==> src/rtl/tc_io_pkg.sv <==
// rtl/tc_io_pkg.sv - shared types and constants for the tiny computer serial I/O ports
package tc_io_pkg;

  typedef enum logic [2:0] {
    ST_IDLE   = 3'd0,
    ST_START  = 3'd1,
    ST_DATA   = 3'd2,
    ST_PARITY = 3'd3,
    ST_STOP   = 3'd4
  } rx_state_t;

  localparam int TC_OVERSAMPLE = 16;
  localparam int TC_MID_SAMPLE = 7;
  localparam int TC_DATA_BITS  = 8;
  localparam int TC_IN_DATA_W  = 32;

endpackage

==> src/rtl/tc_sync_fifo.sv <==
// rtl/tc_sync_fifo.sv - circular-buffer FIFO with wrap-bit pointers, shared by the serial ports
module tc_sync_fifo #(
  parameter int DEPTH = 16,
  parameter int WIDTH = 8,
  localparam int AW = $clog2(DEPTH)
) (
  input  logic             clk,
  input  logic             rst_n,
  input  logic             push,
  input  logic [WIDTH-1:0] wdata,
  input  logic             pop,
  output logic [WIDTH-1:0] rdata,
  output logic             full,
  output logic             empty,
  output logic [AW:0]      count
);

  logic [WIDTH-1:0] mem [DEPTH];
  logic [AW:0]      wr_ptr;
  logic [AW:0]      rd_ptr;
  logic             do_push;
  logic             do_pop;

  assign empty   = (wr_ptr == rd_ptr);
  assign full    = (wr_ptr[AW] != rd_ptr[AW]) && (wr_ptr[AW-1:0] == rd_ptr[AW-1:0]);
  assign count   = wr_ptr - rd_ptr;
  assign do_pop  = pop && !empty;
  // A pop frees the head slot at the same edge, so a push while full still fits.
  assign do_push = push && (!full || do_pop);
  assign rdata   = mem[rd_ptr[AW-1:0]];

  always_ff @(posedge clk or negedge rst_n) begin
    if (!rst_n) begin
      wr_ptr <= '0;
      rd_ptr <= '0;
    end else begin
      if (do_push) wr_ptr <= wr_ptr + 1'b1;
      if (do_pop)  rd_ptr <= rd_ptr + 1'b1;
    end
  end

  always_ff @(posedge clk) begin
    if (do_push) mem[wr_ptr[AW-1:0]] <= wdata;
  end

endmodule

==> src/rtl/tc_uart_rx.sv <==
// rtl/tc_uart_rx.sv - 16x oversampled serial receiver feeding the core's input path
// Define TC_UART_RX_PARITY_EN for 8E1 framing with a parity check; default is 8N1.
module tc_uart_rx
  import tc_io_pkg::*;
#(
  parameter int BAUD_DIV = 54,
  parameter int DEPTH    = 16
) (
  input  logic                      Ph0,
  input  logic                      ResetN,
  input  logic                      Rxd,
  input  logic                      InStrobe,
  input  logic                      ClrErr,
  output logic [TC_IN_DATA_W-1:0]   InData,
  output logic                      InRdy,
  output logic [$clog2(DEPTH):0]    Count,
  output logic                      Overrun,
  output logic                      FrameErr,
  output logic                      ParityErr
);

  logic                    rx_meta;
  logic                    rxs;
  logic [11:0]             div_cnt;
  logic                    tick;
  rx_state_t               state, state_n;
  logic [3:0]              sc, sc_n;
  logic [2:0]              bitn, bitn_n;
  logic [TC_DATA_BITS-1:0] shreg, shreg_n;
  logic                    push;
  logic                    frame_set;
  logic                    ov_set;
  logic                    par_bad;
  logic [TC_DATA_BITS-1:0] head;
  logic                    full;
  logic                    empty;

  always_ff @(posedge Ph0 or negedge ResetN) begin
    if (!ResetN) begin
      rx_meta <= 1'b1;
      rxs     <= 1'b1;
    end else begin
      rx_meta <= Rxd;
      rxs     <= rx_meta;
    end
  end

  // Held at zero while idle so the first tick lands BAUD_DIV cycles after the start edge.
  assign tick = (div_cnt == 12'(BAUD_DIV - 1));

  always_ff @(posedge Ph0 or negedge ResetN) begin
    if (!ResetN)                      div_cnt <= '0;
    else if (state == ST_IDLE || tick) div_cnt <= '0;
    else                              div_cnt <= div_cnt + 12'd1;
  end

  always_ff @(posedge Ph0 or negedge ResetN) begin
    if (!ResetN) begin
      state <= ST_IDLE;
      sc    <= '0;
      bitn  <= '0;
      shreg <= '0;
    end else begin
      state <= state_n;
      sc    <= sc_n;
      bitn  <= bitn_n;
      shreg <= shreg_n;
    end
  end

`ifdef TC_UART_RX_PARITY_EN
  logic par_bad_n;
  logic par_set;
`endif

  always_comb begin
    state_n   = state;
    sc_n      = sc;
    bitn_n    = bitn;
    shreg_n   = shreg;
    push      = 1'b0;
    frame_set = 1'b0;
`ifdef TC_UART_RX_PARITY_EN
    par_bad_n = par_bad;
    par_set   = 1'b0;
`endif
    case (state)
      ST_IDLE: begin
        if (!rxs) begin
          state_n = ST_START;
          sc_n    = '0;
        end
      end
      ST_START: begin
        if (tick) begin
          if (sc == 4'(TC_MID_SAMPLE)) begin
            sc_n    = '0;
            bitn_n  = '0;
            state_n = rxs ? ST_IDLE : ST_DATA;
          end else begin
            sc_n = sc + 4'd1;
          end
        end
      end
      ST_DATA: begin
        if (tick) begin
          if (sc == 4'(TC_OVERSAMPLE - 1)) begin
            shreg_n = {rxs, shreg[TC_DATA_BITS-1:1]};
            sc_n    = '0;
            bitn_n  = bitn + 3'd1;
            if (bitn == 3'(TC_DATA_BITS - 1)) begin
`ifdef TC_UART_RX_PARITY_EN
              state_n = ST_PARITY;
`else
              state_n = ST_STOP;
`endif
            end
          end else begin
            sc_n = sc + 4'd1;
          end
        end
      end
`ifdef TC_UART_RX_PARITY_EN
      ST_PARITY: begin
        if (tick) begin
          if (sc == 4'(TC_OVERSAMPLE - 1)) begin
            par_bad_n = (^shreg) ^ rxs;
            par_set   = par_bad_n;
            sc_n      = '0;
            state_n   = ST_STOP;
          end else begin
            sc_n = sc + 4'd1;
          end
        end
      end
`endif
      ST_STOP: begin
        if (tick) begin
          if (sc == 4'(TC_OVERSAMPLE - 1)) begin
            push      = rxs && !par_bad;
            frame_set = !rxs;
            sc_n      = '0;
            state_n   = ST_IDLE;
          end else begin
            sc_n = sc + 4'd1;
          end
        end
      end
      default: state_n = ST_IDLE;
    endcase
  end

`ifdef TC_UART_RX_PARITY_EN
  always_ff @(posedge Ph0 or negedge ResetN) begin
    if (!ResetN) begin
      par_bad   <= 1'b0;
      ParityErr <= 1'b0;
    end else begin
      par_bad   <= par_bad_n;
      ParityErr <= ClrErr ? 1'b0 : (ParityErr | par_set);
    end
  end
`else
  assign par_bad   = 1'b0;
  assign ParityErr = 1'b0;
`endif

  // A full FIFO only drops the byte when no pop frees a slot at the same edge.
  assign ov_set = push && full && !InStrobe;

  always_ff @(posedge Ph0 or negedge ResetN) begin
    if (!ResetN) begin
      Overrun  <= 1'b0;
      FrameErr <= 1'b0;
    end else begin
      Overrun  <= ClrErr ? 1'b0 : (Overrun | ov_set);
      FrameErr <= ClrErr ? 1'b0 : (FrameErr | frame_set);
    end
  end

  tc_sync_fifo #(
    .DEPTH (DEPTH),
    .WIDTH (TC_DATA_BITS)
  ) u_fifo (
    .clk   (Ph0),
    .rst_n (ResetN),
    .push  (push),
    .wdata (shreg),
    .pop   (InStrobe),
    .rdata (head),
    .full  (full),
    .empty (empty),
    .count (Count)
  );

  assign InRdy  = !empty;
  assign InData = empty ? '0 : {{(TC_IN_DATA_W - TC_DATA_BITS){1'b0}}, head};

endmodule

==> config.mk <==
export PLATFORM = sky130hd
export DESIGN_NAME = tc_uart_rx
export DESIGN_NICKNAME = d
export VERILOG_FILES = /design/src/rtl/tc_io_pkg.sv /design/src/rtl/tc_sync_fifo.sv /design/src/rtl/tc_uart_rx.sv
export SDC_FILE = /design/constraint.sdc
export NUM_CORES = 1
export LEC_CHECK = 0
export CAP_MARGIN = 20
export CORE_ASPECT_RATIO = 1.25
export CORE_UTILIZATION = 55
export DETAILED_ROUTE_END_ITERATION = 7
export PLACE_DENSITY = 0.81
export SYNTH_ARGS = -nofsm -noshare
export SYNTH_HDL_FRONTEND = slang
export SYNTH_SLANG_ARGS = --single-unit
==> constraint.sdc <==
create_clock -name Ph0 -period 4.11 [get_ports Ph0]
set_input_delay 0.6165 -clock Ph0 [delete_from_list [all_inputs] [get_ports Ph0]]
set_output_delay 0.6165 -clock Ph0 [all_outputs]
set_load 0.03 [all_outputs]
# After elaboration in Yosys (flattened, before gate mapping)
# Memory sizes are Yosys's and may differ from the RTL's.
# Cells that the tools add are included.
dict set report totals {
  regBits 44
  ram_bits 128
  out_inout_bits 41
  wordCells 91
  n_memories 1
}
# name depth width read_ports rd_ports_with_merged_regs wr line
set memory_table {}
lappend memory_table {u_fifo.mem 16 8 1 0 1 tc_sync_fifo.sv:18} ;# logic [WIDTH-1:0] mem [DEPTH];
dict set report op_classes {
  n_addsub 6
  eq_ne 19
  n_mux 33
  n_bitwise 2
  n_reduce_logical 19
}
# operator count
set op_table {}
lappend op_table {{$mux W3} 12}
lappend op_table {{$mux W4} 5}
lappend op_table {{$ne A2 B2 Y1 const B} 8}
lappend op_table {{$add A12 B1 Y12 const B} 1}
lappend op_table {{$eq A12 B6 Y1 const B} 1}
lappend op_table {{$mux W12} 1}
lappend op_table {{$pmux W3 S4} 1}
lappend op_table {{$pmux W4 S3} 1}
lappend op_table {{$add A5 B1 Y5 const B} 2}
lappend op_table {{$mux W1} 10}
lappend op_table {{$mux W8} 1}
lappend op_table {{$reduce_and A8 Y1} 1}
lappend op_table {{$eq A3 B3 Y1 const B} 2}
lappend op_table {{$pmux W3 S2} 1}
lappend op_table {{$eq A5 B5 Y1} 1}
lappend op_table {{$logic_and A1 B1 Y1} 5}
lappend op_table {{$reduce_and A5 Y1} 1}
lappend op_table {{$sub A5 B5 Y5} 1}
lappend op_table {{$add A4 B1 Y4 const B} 1}
lappend op_table {{$eq A4 B3 Y1 const B} 1}
lappend op_table {{$eq A4 B4 Y1} 1}
lappend op_table {{$eq A4 B4 Y1 const B} 1}
lappend op_table {{$logic_not A1 Y1} 4}
lappend op_table {{$reduce_and A4 Y1} 1}
lappend op_table {{13 further kinds} 15}

# Longest topological paths before layout
# Gate-level depths: netlist of the first run.
dict set report logic_depth {
  ltp_word 8
  mapped_depth 9
}

# Modules after synthesis
# From an unflattened synthesis of the first run, not the netlist that was laid out.
dict set report unflattened {
  cells_unflattened 484
  area_unflattened_um2 7671.1
}
# module n_inst cells_per_inst area_each_um2 seq_area_each_um2
set modules_own_cells {}
lappend modules_own_cells {tc_sync_fifo 1 295 5754.3 4093.9}
lappend modules_own_cells {tc_uart_rx 1 189 1916.8 853.3}

# Worst setup path before layout of the first run
# Ideal clock, no wire load.
dict set report synth_path {
  path_kind {reg2reg}
  start {register u_fifo.rd_ptr[1]}
  end {memory u_fifo.mem[3][0], enable pin}
  t_arrival_ns 2.648
  t_required_ns 3.727
  slack_ns 1.078
  path_stages_with_launch 10
  path_buffers 2
  period_less_slack_ns 3.032
  path_cell_list {dfrtp_1 > clkbuf_1 > buf_1 > inv_1 > ha_1 > nand4_1 > nor3_1 > nor4_4 > nand2_1 > nor3_1}
}
dict set report synth_via {
  elab_chain_len 7
  elab_cells_between_ends 10
}
# element line
set synth_rtl {}
lappend synth_rtl {{start: declaration} tc_sync_fifo.sv:20} ;# logic [AW:0] rd_ptr;
lappend synth_rtl {{start signal: assignment} tc_sync_fifo.sv:38} ;# if (do_pop) rd_ptr <= rd_ptr + 1'b1;
lappend synth_rtl {{$eq A5 B5 Y1 / $eq A4 B4 Y1 (equally long branches)} {tc_sync_fifo.sv:24, tc_sync_fifo.sv:25}}
lappend synth_rtl {{$logic_not A1 Y1 / $logic_and A1 B1 Y1 (equally long branches)} {tc_sync_fifo.sv:27, tc_sync_fifo.sv:25}}
lappend synth_rtl {{$logic_and A1 B1 Y1 / $logic_not A1 Y1 (equally long branches)} {tc_sync_fifo.sv:27, tc_sync_fifo.sv:29}}
lappend synth_rtl {{$logic_or A1 B1 Y1 (*)} tc_sync_fifo.sv:29} ;# assign do_push = push && (!full || do_pop);
lappend synth_rtl {{$logic_and A1 B1 Y1 (*)} tc_sync_fifo.sv:29}
lappend synth_rtl {{$mux W1 (*)} tc_sync_fifo.sv:43} ;# if (do_push) mem[wr_ptr[AW-1:0]] <= wdata;
lappend synth_rtl {{$mux W1 (not written as such) (*)} tc_sync_fifo.sv:43}
lappend synth_rtl {{end: declaration} tc_sync_fifo.sv:18}
# Every way passes the cells marked *; elsewhere a longest branch is shown, timed or not.

# Final worst setup path of the first run
dict set report layout_path {
  start {register u_fifo.rd_ptr[0]}
  end {output port InData[0]}
}
dict set report layout_via {
  elab_chain_len 2
  elab_cells_between_ends 3
}
# element line
set layout_rtl {}
lappend layout_rtl {{$mem_v2 Z16 W8 / $eq A5 B5 Y1 (equally long branches)} -}
lappend layout_rtl {{$mux W8 (*)} tc_uart_rx.sv:197} ;# assign InData = empty ? '0 : {{(TC_IN_DATA_W - TC_DATA_BITS){1'b0}}, head};
lappend layout_rtl {{end: declaration} tc_uart_rx.sv:14} ;# output logic [TC_IN_DATA_W-1:0] InData,
# Marks and branches as above.

==> reports/qor.txt, run 1 <==
Drt drc - 0
Synthesized flop and latch total - 172
Post-CTS setup buffers - 0
Final Cycle Share - 93.5%
# rows - 47
Crit path capture type - output port
Final setup fails - 0
Commonest non-fill, non-tap cell in the layout - edfxtp_1
Routability congestion estimate - 0.784
Clk sinks - 172
Crit start category - flip-flop
Status - finished, final reports clean
Root buffer cell - clkbuf_16
First-pass GRT wire length - 22,000 um
Crit path depth - 5
Vias in the first global route - 4,097
Post-route setup slack - 0.269 ns
Area Overhead vs Synth - 11.7%
Pre-CTS setup slack - 0.663 ns
Grt total ovfl - 0
Lkg Pwr - 3.37 nW
Top_reg_cell synth - edfxtp_1
Critical path buffers and inverters - 2
Most frequent cells in the layout - edfxtp_1 (128), dfrtp_1 (41), mux4_2 (40), nor2_1 (30), conb_1 (25)
Post-synthesis cell area - 0.00739 sq mm
PwrDens - 504 mW/mm^2
Worst slew margin - 31.3%
CP Data Required Time - 3.49 ns
Post_cts resized - 0
Worst Path Max Fanout - 21
Slew Limit Fails - 0
Cell family with most CP delay - multiplexers
# diodes - 0
Seq/Total Area, Yosys - 66.9%
Final wirelength - 14,000 um
Post-synth EDFFs - 128
Detail Route Antenna Nets - 0
Number of hold buffers added after CTS - 0
Final-report hold violation count - 0
Max Fclk - 260 MHz
Initial DRC Count - 292
CP max stage delay - 0.72 ns
Placed cell areas - 0.00772 sq mm
Clk slew on worst S/H paths - 0.06 ns
Mapped Cells - 447
Final Critical Period - 3.84 ns
Ys Warns - 0
Final worst clock skew - 0.00983 ns
GRT Resource Usage Total - 21.9%
WL per Instance - 21.1 um
Critical path's slowest cell - dfrtp_2
Clock tree from TritonCTS - done
Max Cap Violations - 0
Worst-case vdd ir drop - 0.409 mV
Initial Util - 56.1%
Num ports - 46
DIE AREA - 0.0139 sq mm
WS Path Type - reg2out
TritonCTS buffer count - 17
Cell repeated most along the worst path - mux4_2
DP HPWL - 9110 um
Tightest Pin Transition - 1.03 ns
Die Span Y - 132 um
Hold_ws - 0.352 ns
Worst reg2reg path depth - 6
Final Cell Area - 0.00826 sq mm
Setup TNS - 0 ns
CP arrival - 3.22 ns
Longest Clk Path Bufs - 2
Via count - 3,929
Vias/cell - 5.92
Core ar. - 0.0132 sq mm
Layout cells sized above 1 - 20.3%
Distinct cell type count after synthesis - 42
RSZ-0062 raised after global routing - no
Hold WC Path Type - in2async
Largest net degree at the start of global routing - 45
Die X - 106 um
Mapped Avg Cell Area - 16.5 sq um
Fin nets - 500
IO Port Bufs - 20
Cells along the critical path - buf_12 > mux4_2 > mux4_2 > nor2b_1 > clkdlybuf4s50_1
Clock Latency Late Sink - 0.42 ns
Initial antenna violation count - 0
Depth of the CTS H-tree - 4
Drt pass-1 iters - 5
Post-synth ARST share - 25.6%
worst paths after layout:
path                                          end              from  slack [ns]
worst min-delay path                   div_cnt[7]            ResetN        0.35
worst max-delay path                    InData[0]  u_fifo.rd_ptr[0]        0.27
min in group Ph0                              rxs           rx_meta        0.36
worst max register to register  u_fifo.mem[12][3]  u_fifo.rd_ptr[0]        0.99
worst min register to register                rxs           rx_meta        0.36
max in group asynchronous        u_fifo.rd_ptr[0]            ResetN        3.10
area by class of cell:
cell class | count | area [sq um]
Clock buffer | 20 | 449
Clock inverter | 12 | 85.1
Fill cell | 924 | 4920
Inverter | 12 | 45.0
Multi-Input combinational cell | 246 | 2220
Sequential cell | 172 | 4950
Tap cell | 171 | 214
Timing Repair Buffer | 31 | 290
cells in the mapped netlist (2+ instances only):
cell,number,area share (%)
a21o_1,3,0.30
a21oi_1,7,0.47
a22o_1,2,0.24
and3_1,3,0.25
and4_1,3,0.36
buf_1,3,0.15
buf_2,4,0.27
buf_4,29,2.9
clkbuf_1,5,0.25
dfrtp_1,42,14
dfstp_2,2,0.71
edfxtp_1,128,52
ha_1,14,2.4
inv_1,11,0.56
mux2_2,9,1.4
mux4_2,40,12
nand2_1,21,1.1
nand2b_1,4,0.34
nand3_1,6,0.41
nand4_1,6,0.51
nor2_1,30,1.5
nor2b_1,10,0.85
nor3_1,10,0.68
nor4_1,2,0.17
o21ai_0,13,0.88
o41ai_1,2,0.24
or3_1,3,0.25
xnor2_1,14,1.7
xor2_1,8,0.95
logic make-up (layout without fill, tap and decap cells):
family,after synthesis,count (layout),synth area share [%]
flip-flops,172,172,66.9
buffers and inverters,53,75,4.23
multiplexers,49,49,13.6
AND/OR/NAND/NOR,105,105,7.50
adder cells (fa/ha/maj),15,15,2.64
XOR/XNOR,22,22,2.61
AO/OA/AOI/OAI,30,30,2.52
other,1,25,0.0507
registers in the layout, indices dropped and copies added (netlist names):
| signal | cells |
|---|---|
| u_fifo.mem | 128 |
| div_cnt | 12 |
| shreg | 8 |
| u_fifo.rd_ptr | 5 |
| u_fifo.wr_ptr | 5 |
| sc | 4 |
| bitn | 3 |
| state | 3 |
| FrameErr | 1 |
| Overrun | 1 |
| rx_meta | 1 |
| rxs | 1 |
power by group:
part	total (mW)	switching, mW	internal, mW
combinational	0.763	0.433	0.331
sequential	1.94	0.0695	1.88
clock	1.45	0.652	0.798
metal layers:
layer / part of all wire, % / global-route usage, % / up-vias / wire (um)
met2: 52 / 35.9 / 190 / 7210
met3: 7.4 / 6.45 / 37 / 1030
met1: 38 / 26.6 / 1977 / 5340
met4: 2.8 / 10.3 / 0 / 393
li1: - / - / 1725 / -
met5: 0 / 0 / - / 0
through the flow:
stage          instances  util, %  power (mW)
6_report             664     62.7        4.16
5_1_grt              664     62.7        4.30
4_1_cts              664     62.7        4.19
3_5_place_dp         632     58.6        2.75
3_3_place_gp         632     58.6        2.73
2_1_floorplan        471        -        2.55
Power figures use the tool's default switching activity.
==> run 2, diff against run 1 <==
Settings changed: CORE_UTILIZATION 55 to 35, CTS_CLUSTER_SIZE set to 10, PLACE_DENSITY 0.81 to 0.58.
==> reports/qor.txt, run 2 (synthesized netlist as in run 1, its figures left out) <==
Drt pass-1 iters - 4 (was 5)
Lkg Pwr - 3.38 nW (was 3.37 nW)
Grt total ovfl - 0 (unchanged)
CP Data Required Time - 3.49 ns (about the same)
Detail Route Antenna Nets - 0 (unchanged)
Power Total - 4.23 mW (was 4.16 mW)
Post_cts resized - 0 (unchanged)
Final worst clock skew - 0.00803 ns (was 0.00983 ns)
Vias in the first global route - 4,011 (was 4,097)
Slew Limit Fails - 0 (unchanged)
Crit start category - flip-flop (unchanged)
Area Overhead vs Synth - 13.9% (was 11.7%)
Crit path capture type - output port (unchanged)
Most frequent cells in the layout - edfxtp_1 (128), dfrtp_1 (41), mux4_2 (40), nor2_1 (30), conb_1 (25) (unchanged)
TritonCTS buffer count - 17 (unchanged)
Post-Place Cells - 736 (was 632)
Final Critical Period - 3.87 ns (was 3.84 ns)
Largest net degree at the start of global routing - 45 (unchanged)
Hold WC Path Type - in2async (unchanged)
Clock tree from TritonCTS - done (unchanged)
Final wirelength - 13,900 um (was 14,000 um)
Die X - 132 um (was 106 um)
DIE AREA - 0.0217 sq mm (was 0.0139 sq mm)
WS Path Type - reg2out (unchanged)
Clk slew on worst S/H paths - 0.07 ns (was 0.06 ns)
Final setup fails - 0 (unchanged)
Largest register FFs - 128 (unchanged)
Drt drc - 0 (unchanged)
CP arrival - 3.25 ns (was 3.22 ns)
DP HPWL - 9450 um (was 9110 um)
Clk sinks - 172 (unchanged)
GRT Resource Usage Total - 14.1% (was 21.9%)
IO Port Bufs - 20 (unchanged)
Final Cycle Share - 94.2% (was 93.5%)
First-pass GRT wire length - 22,400 um (was 22,000 um)
Clock Latency Late Sink - 0.43 ns (was 0.42 ns)
Number of hold buffers added after CTS - 0 (unchanged)
Layout cells sized above 1 - 19.8% (was 20.3%)
# diodes - 0 (unchanged)
Commonest non-fill, non-tap cell in the layout - edfxtp_1 (unchanged)
Setup TNS - 0 ns (unchanged)
Tightest Pin Transition - 0.851 ns (was 1.03 ns)
RSZ-0062 raised after global routing - no (unchanged)
Status - finished, final reports clean (unchanged)
Worst-case vdd ir drop - 0.293 mV (was 0.409 mV)
Vias/cell - 4.91 (was 5.92)
Longest Clk Path Bufs - 2 (unchanged)
Post-CTS setup buffers - 0 (unchanged)
Fillers - 1,890 (was 924)
Footprint of the multi-input gates - 0.00222 sq mm (unchanged)
Core ar. - 0.0207 sq mm (was 0.0132 sq mm)
Worst slew margin - 43.0% (was 31.3%)
WL per Instance - 18.1 um (was 21.1 um)
Initial Util - 35.6% (was 56.1%)
Routability congestion estimate - 0.768 (was 0.784)
Max Fclk - 258 MHz (was 260 MHz)
Via count - 3,776 (was 3,929)
# rows - 59 (was 47)
Die Span Y - 165 um (was 132 um)
Fin nets - 502 (was 500)
Num ports - 46 (unchanged)
PwrDens - 502 mW/mm^2 (was 504 mW/mm^2)
Max Cap Violations - 0 (unchanged)
Initial DRC Count - 251 (was 292)
Fin cells - 769 (was 664)
Initial antenna violation count - 0 (unchanged)
Final-report hold violation count - 0 (unchanged)
Depth of the CTS H-tree - 4 (unchanged)
Root buffer cell - clkbuf_16 (unchanged)
Seq. cell area - 0.00495 sq mm (unchanged)
Worst Path Max Fanout - 22 (was 21)
-- run 2: changes by cell type in the layout (fill, tap and decap cells not counted), sizes merged --
| cell | delta |
|---|---|
| buf | +2 |
| bufinv | +1 |
| clkbuf | -2 |
| clkinv | +1 |
| clkinvlp | +2 |
| inv | -2 |
-- run 2: final cells by class --
cell class,instances,share of cell area (%)
flip-flops and latches,172,58.7
multi-input cells,246,26.4
clock buffers,18,5.09
well taps,274,4.07
repair buffers,33,3.77
clock inverters,14,1.40
inverters,12,0.535
-- run 2: worst paths after layout --
check | startpoint | end | slack [ns] | depth (start not counted)
max | u_fifo.rd_ptr[0] | InData[4] | 0.24 | 5
min | ResetN | div_cnt[9] | 0.13 | 1
max reg2reg | u_fifo.rd_ptr[0] | u_fifo.mem[5][5] | 0.90 | 7
min reg2reg | rx_meta | rxs | 0.36 | 0
max in group asynchronous | ResetN | u_fifo.rd_ptr[0] | 3.46 | 2
min in group Ph0 | rx_meta | rxs | 0.36 | 0
-- run 2: critical path, cell delays in order (launching register included) --
cell             delay [ns]
dfrtp_2                0.69
buf_12                 0.28
mux4_2                 0.56
mux4_2                 0.51
nor2b_1                0.15
clkdlybuf4s50_1        0.63
-- run 2: through the flow --
| stage | util (%) | area (sq um) | hold WS (ns) | setup WS (ns) |
|---|---|---|---|---|
| floorplan | - | 7480 | 0.321 | 1.08 |
| global placement | 37.9 | 7860 | 0.349 | 0.659 |
| detailed placement | 37.9 | 7860 | 0.348 | 0.614 |
| CTS | 40.5 | 8410 | 0.358 | 0.151 |
| global route | 40.6 | 8430 | 0.153 | 0.0152 |
| finish | 40.6 | 8430 | 0.131 | 0.239 |
-- run 2: routing by layer --
| metal | track usage [%] | share of wire [%] | up-vias |
|---|---|---|---|
| met5 | 0 | 0 | - |
| met4 | 6.45 | 2.6 | 0 |
| met3 | 3.50 | 3.9 | 24 |
| met2 | 23.9 | 51 | 88 |
| met1 | 17.0 | 42 | 1939 |
| li1 | - | - | 1725 |
-- run 2: where the power goes --
part	internal [mW]	switching (mW)	leakage, nW
Combinational	0.334	0.450	1.04
Sequential	1.88	0.0654	2.07
Clock	0.834	0.668	0.266
Total	3.04	1.18	3.38
==> run 3, diff against run 2 <==
Settings changed: CTS_BUF_LIST set to sky130_fd_sc_hd__clkbuf_8.
==> reports/qor.txt, run 3 (synthesized netlist as in run 1, its figures left out) <==
Critical path's slowest cell - dfrtp_2 (unchanged)
Longest Clk Path Bufs - 2 (unchanged)
Status - finished, final reports clean (unchanged)
Vias/cell - 4.86 (was 4.91)
Setup TNS - 0 ns (unchanged)
GRT Resource Usage Total - 14.0% (was 14.1%)
Critical Path Source - u_fifo.rd_ptr[0] (unchanged)
Crit path capture type - output port (unchanged)
Pre-CTS setup slack - 0.614 ns (unchanged)
Power Total - 3.80 mW (was 4.23 mW)
Layout cells sized above 1 - 20.0% (was 19.8%)
# rows - 59 (unchanged)
CP Data Required Time - 3.49 ns (about the same)
Core ar. - 0.0207 sq mm (unchanged)
Lkg Pwr - 3.29 nW (was 3.38 nW)
Worst R2R End - u_fifo.mem[5][3] (was u_fifo.mem[5][5])
Cell repeated most along the worst path - mux4_2 (unchanged)
Commonest non-fill, non-tap cell in the layout - edfxtp_1 (unchanged)
CP max stage delay - 0.70 ns (was 0.69 ns)
Initial DRC Count - 169 (was 251)
Met2 routed WL - 7280 um (was 7130 um)
Final Cell Area - 0.00824 sq mm (was 0.00843 sq mm)
Top sig layer - met4 (unchanged)
Worst-case vdd ir drop - 0.290 mV (was 0.293 mV)
Detail Route met3 WL - 503 um (was 546 um)
FF-to-FF setup slack - 0.88 ns (was 0.90 ns)
Root buffer cell - clkbuf_8 (was clkbuf_16)
DP HPWL - 9450 um (unchanged)
Fillers - 1,904 (was 1,890)
DIE AREA - 0.0217 sq mm (unchanged)
RSZ-0062 raised after global routing - no (unchanged)
Final worst clock skew - 0.0106 ns (was 0.00803 ns)
Drt drc - 0 (unchanged)
Slew Limit Fails - 0 (unchanged)
Clk slew on worst S/H paths - 0.09 ns (was 0.07 ns)
Finished Core Util - 39.7% (was 40.6%)
PwrDens - 462 mW/mm^2 (was 502 mW/mm^2)
Clock Latency Late Sink - 0.44 ns (was 0.43 ns)
Placed cell areas - 0.00786 sq mm (unchanged)
Depth of the CTS H-tree - 4 (unchanged)
Drt pass-1 iters - 5 (was 4)
Detail Route Antenna Nets - 0 (unchanged)
Grt total ovfl - 0 (unchanged)
Worst setup endpoint - InData[4] (unchanged)
Cells along the critical path - buf_12 > mux4_2 > mux4_2 > nor2b_1 > clkdlybuf4s50_1 (unchanged)
WS Path Type - reg2out (unchanged)
Max Fclk - 258 MHz (about the same)
# diodes - 0 (unchanged)
Fin nets - 502 (unchanged)
CP arrival - 3.26 ns (was 3.25 ns)
Die X - 132 um (unchanged)
Final setup fails - 0 (unchanged)
Worst Path Max Fanout - 22 (unchanged)
Post-route setup slack - 0.237 ns (was 0.239 ns)
Final Cycle Share - 94.2% (about the same)
WL per Instance - 18.0 um (was 18.1 um)
Initial Util - 35.6% (unchanged)
Max Cap Violations - 0 (unchanged)
Num ports - 46 (unchanged)
Area Overhead vs Synth - 11.4% (was 13.9%)
Hold WC Path Type - in2async (unchanged)
Final Critical Period - 3.87 ns (about the same)
Clk sinks - 172 (unchanged)
Largest net degree at the start of global routing - 45 (unchanged)
Clock tree from TritonCTS - done (unchanged)
Worst reg2reg path depth - 7 (unchanged)
Vias in the first global route - 3,993 (was 4,011)
Tightest Pin Transition - 0.823 ns (was 0.851 ns)
Worst slew margin - 45.0% (was 43.0%)
Routability congestion estimate - 0.768 (unchanged)
Final-report hold violation count - 0 (unchanged)
Initial antenna violation count - 0 (unchanged)
First-pass GRT wire length - 22,300 um (was 22,400 um)
IO Port Bufs - 20 (unchanged)
Post-CTS setup buffers - 0 (unchanged)
Crit start category - flip-flop (unchanged)
Largest register FFs - 128 (unchanged)
Die Span Y - 165 um (unchanged)
Via count - 3,736 (was 3,776)
Most frequent cells in the layout - edfxtp_1 (128), dfrtp_1 (41), mux4_2 (40), nor2_1 (29), conb_1 (25) (was edfxtp_1 (128), dfrtp_1 (41), mux4_2 (40), nor2_1 (30), conb_1 (25))
TritonCTS buffer count - 17 (unchanged)
Metal-1 WL - 5840 um (was 5880 um)
Final wirelength - 13,900 um (about the same)
Reg-to-Reg Start - u_fifo.rd_ptr[0] (unchanged)
## run 3: through the flow
stage	hold slack, ns	std cells
after floorplan	0.321	471
after CTS	0.343	768
after global placement	0.349	736
after detailed placement	0.348	736
final	0.112	769
after global routing	0.116	769
## run 3: worst min-delay path by stage
stage | to | slack, ns | depth (start not counted)
global placement | rxs | 0.35 | 0
CTS | div_cnt[9] | 0.34 | 1
global route | div_cnt[9] | 0.12 | 1
detailed placement | rxs | 0.35 | 0
floorplan | FrameErr | 0.32 | 0
finish | div_cnt[9] | 0.11 | 1
## run 3: area by class of cell
| cell class | count | area, sq um | share of cell area, % |
|---|---|---|---|
| repair buffers | 33 | 318 | 3.86 |
| inverters | 12 | 45.0 | 0.547 |
| flip-flops and latches | 172 | 4950 | 60.1 |
| multi-input cells | 246 | 2230 | 27.0 |
| well taps | 274 | 343 | 4.16 |
| clock inverters | 15 | 121 | 1.47 |
| clock buffers | 17 | 234 | 2.84 |
## run 3: critical path, delay by kind of cell (launching register included)
| kind | cells | cell delay (ns) |
|---|---|---|
| flops | 1 | 0.70 |
| buf+inv | 2 | 0.89 |
| mux | 2 | 1.07 |
| simple gates | 1 | 0.15 |
## run 3: timing repair
action                                  CTS  global route
hold buffers                              0             0
endpoints found under the setup margin    0             3
endpoints found under the hold margin     0             0
resized for setup                         0             1
## run 3: layer usage
metal,up-vias,track usage (%)
li1,1718,-
met1,1934,17.0
met2,69,24.3
met3,15,3.22
met4,0,5.07
met5,-,0
## run 3: power breakdown
| group | switching [mW] | internal [mW] | total [mW] | leakage [nW] |
|---|---|---|---|---|
| logic | 0.450 | 0.334 | 0.784 | 1.04 |
| clock network | 0.604 | 0.478 | 1.08 | 0.183 |
| registers | 0.0651 | 1.87 | 1.94 | 2.07 |
| total | 1.12 | 2.69 | 3.80 | 3.29 |
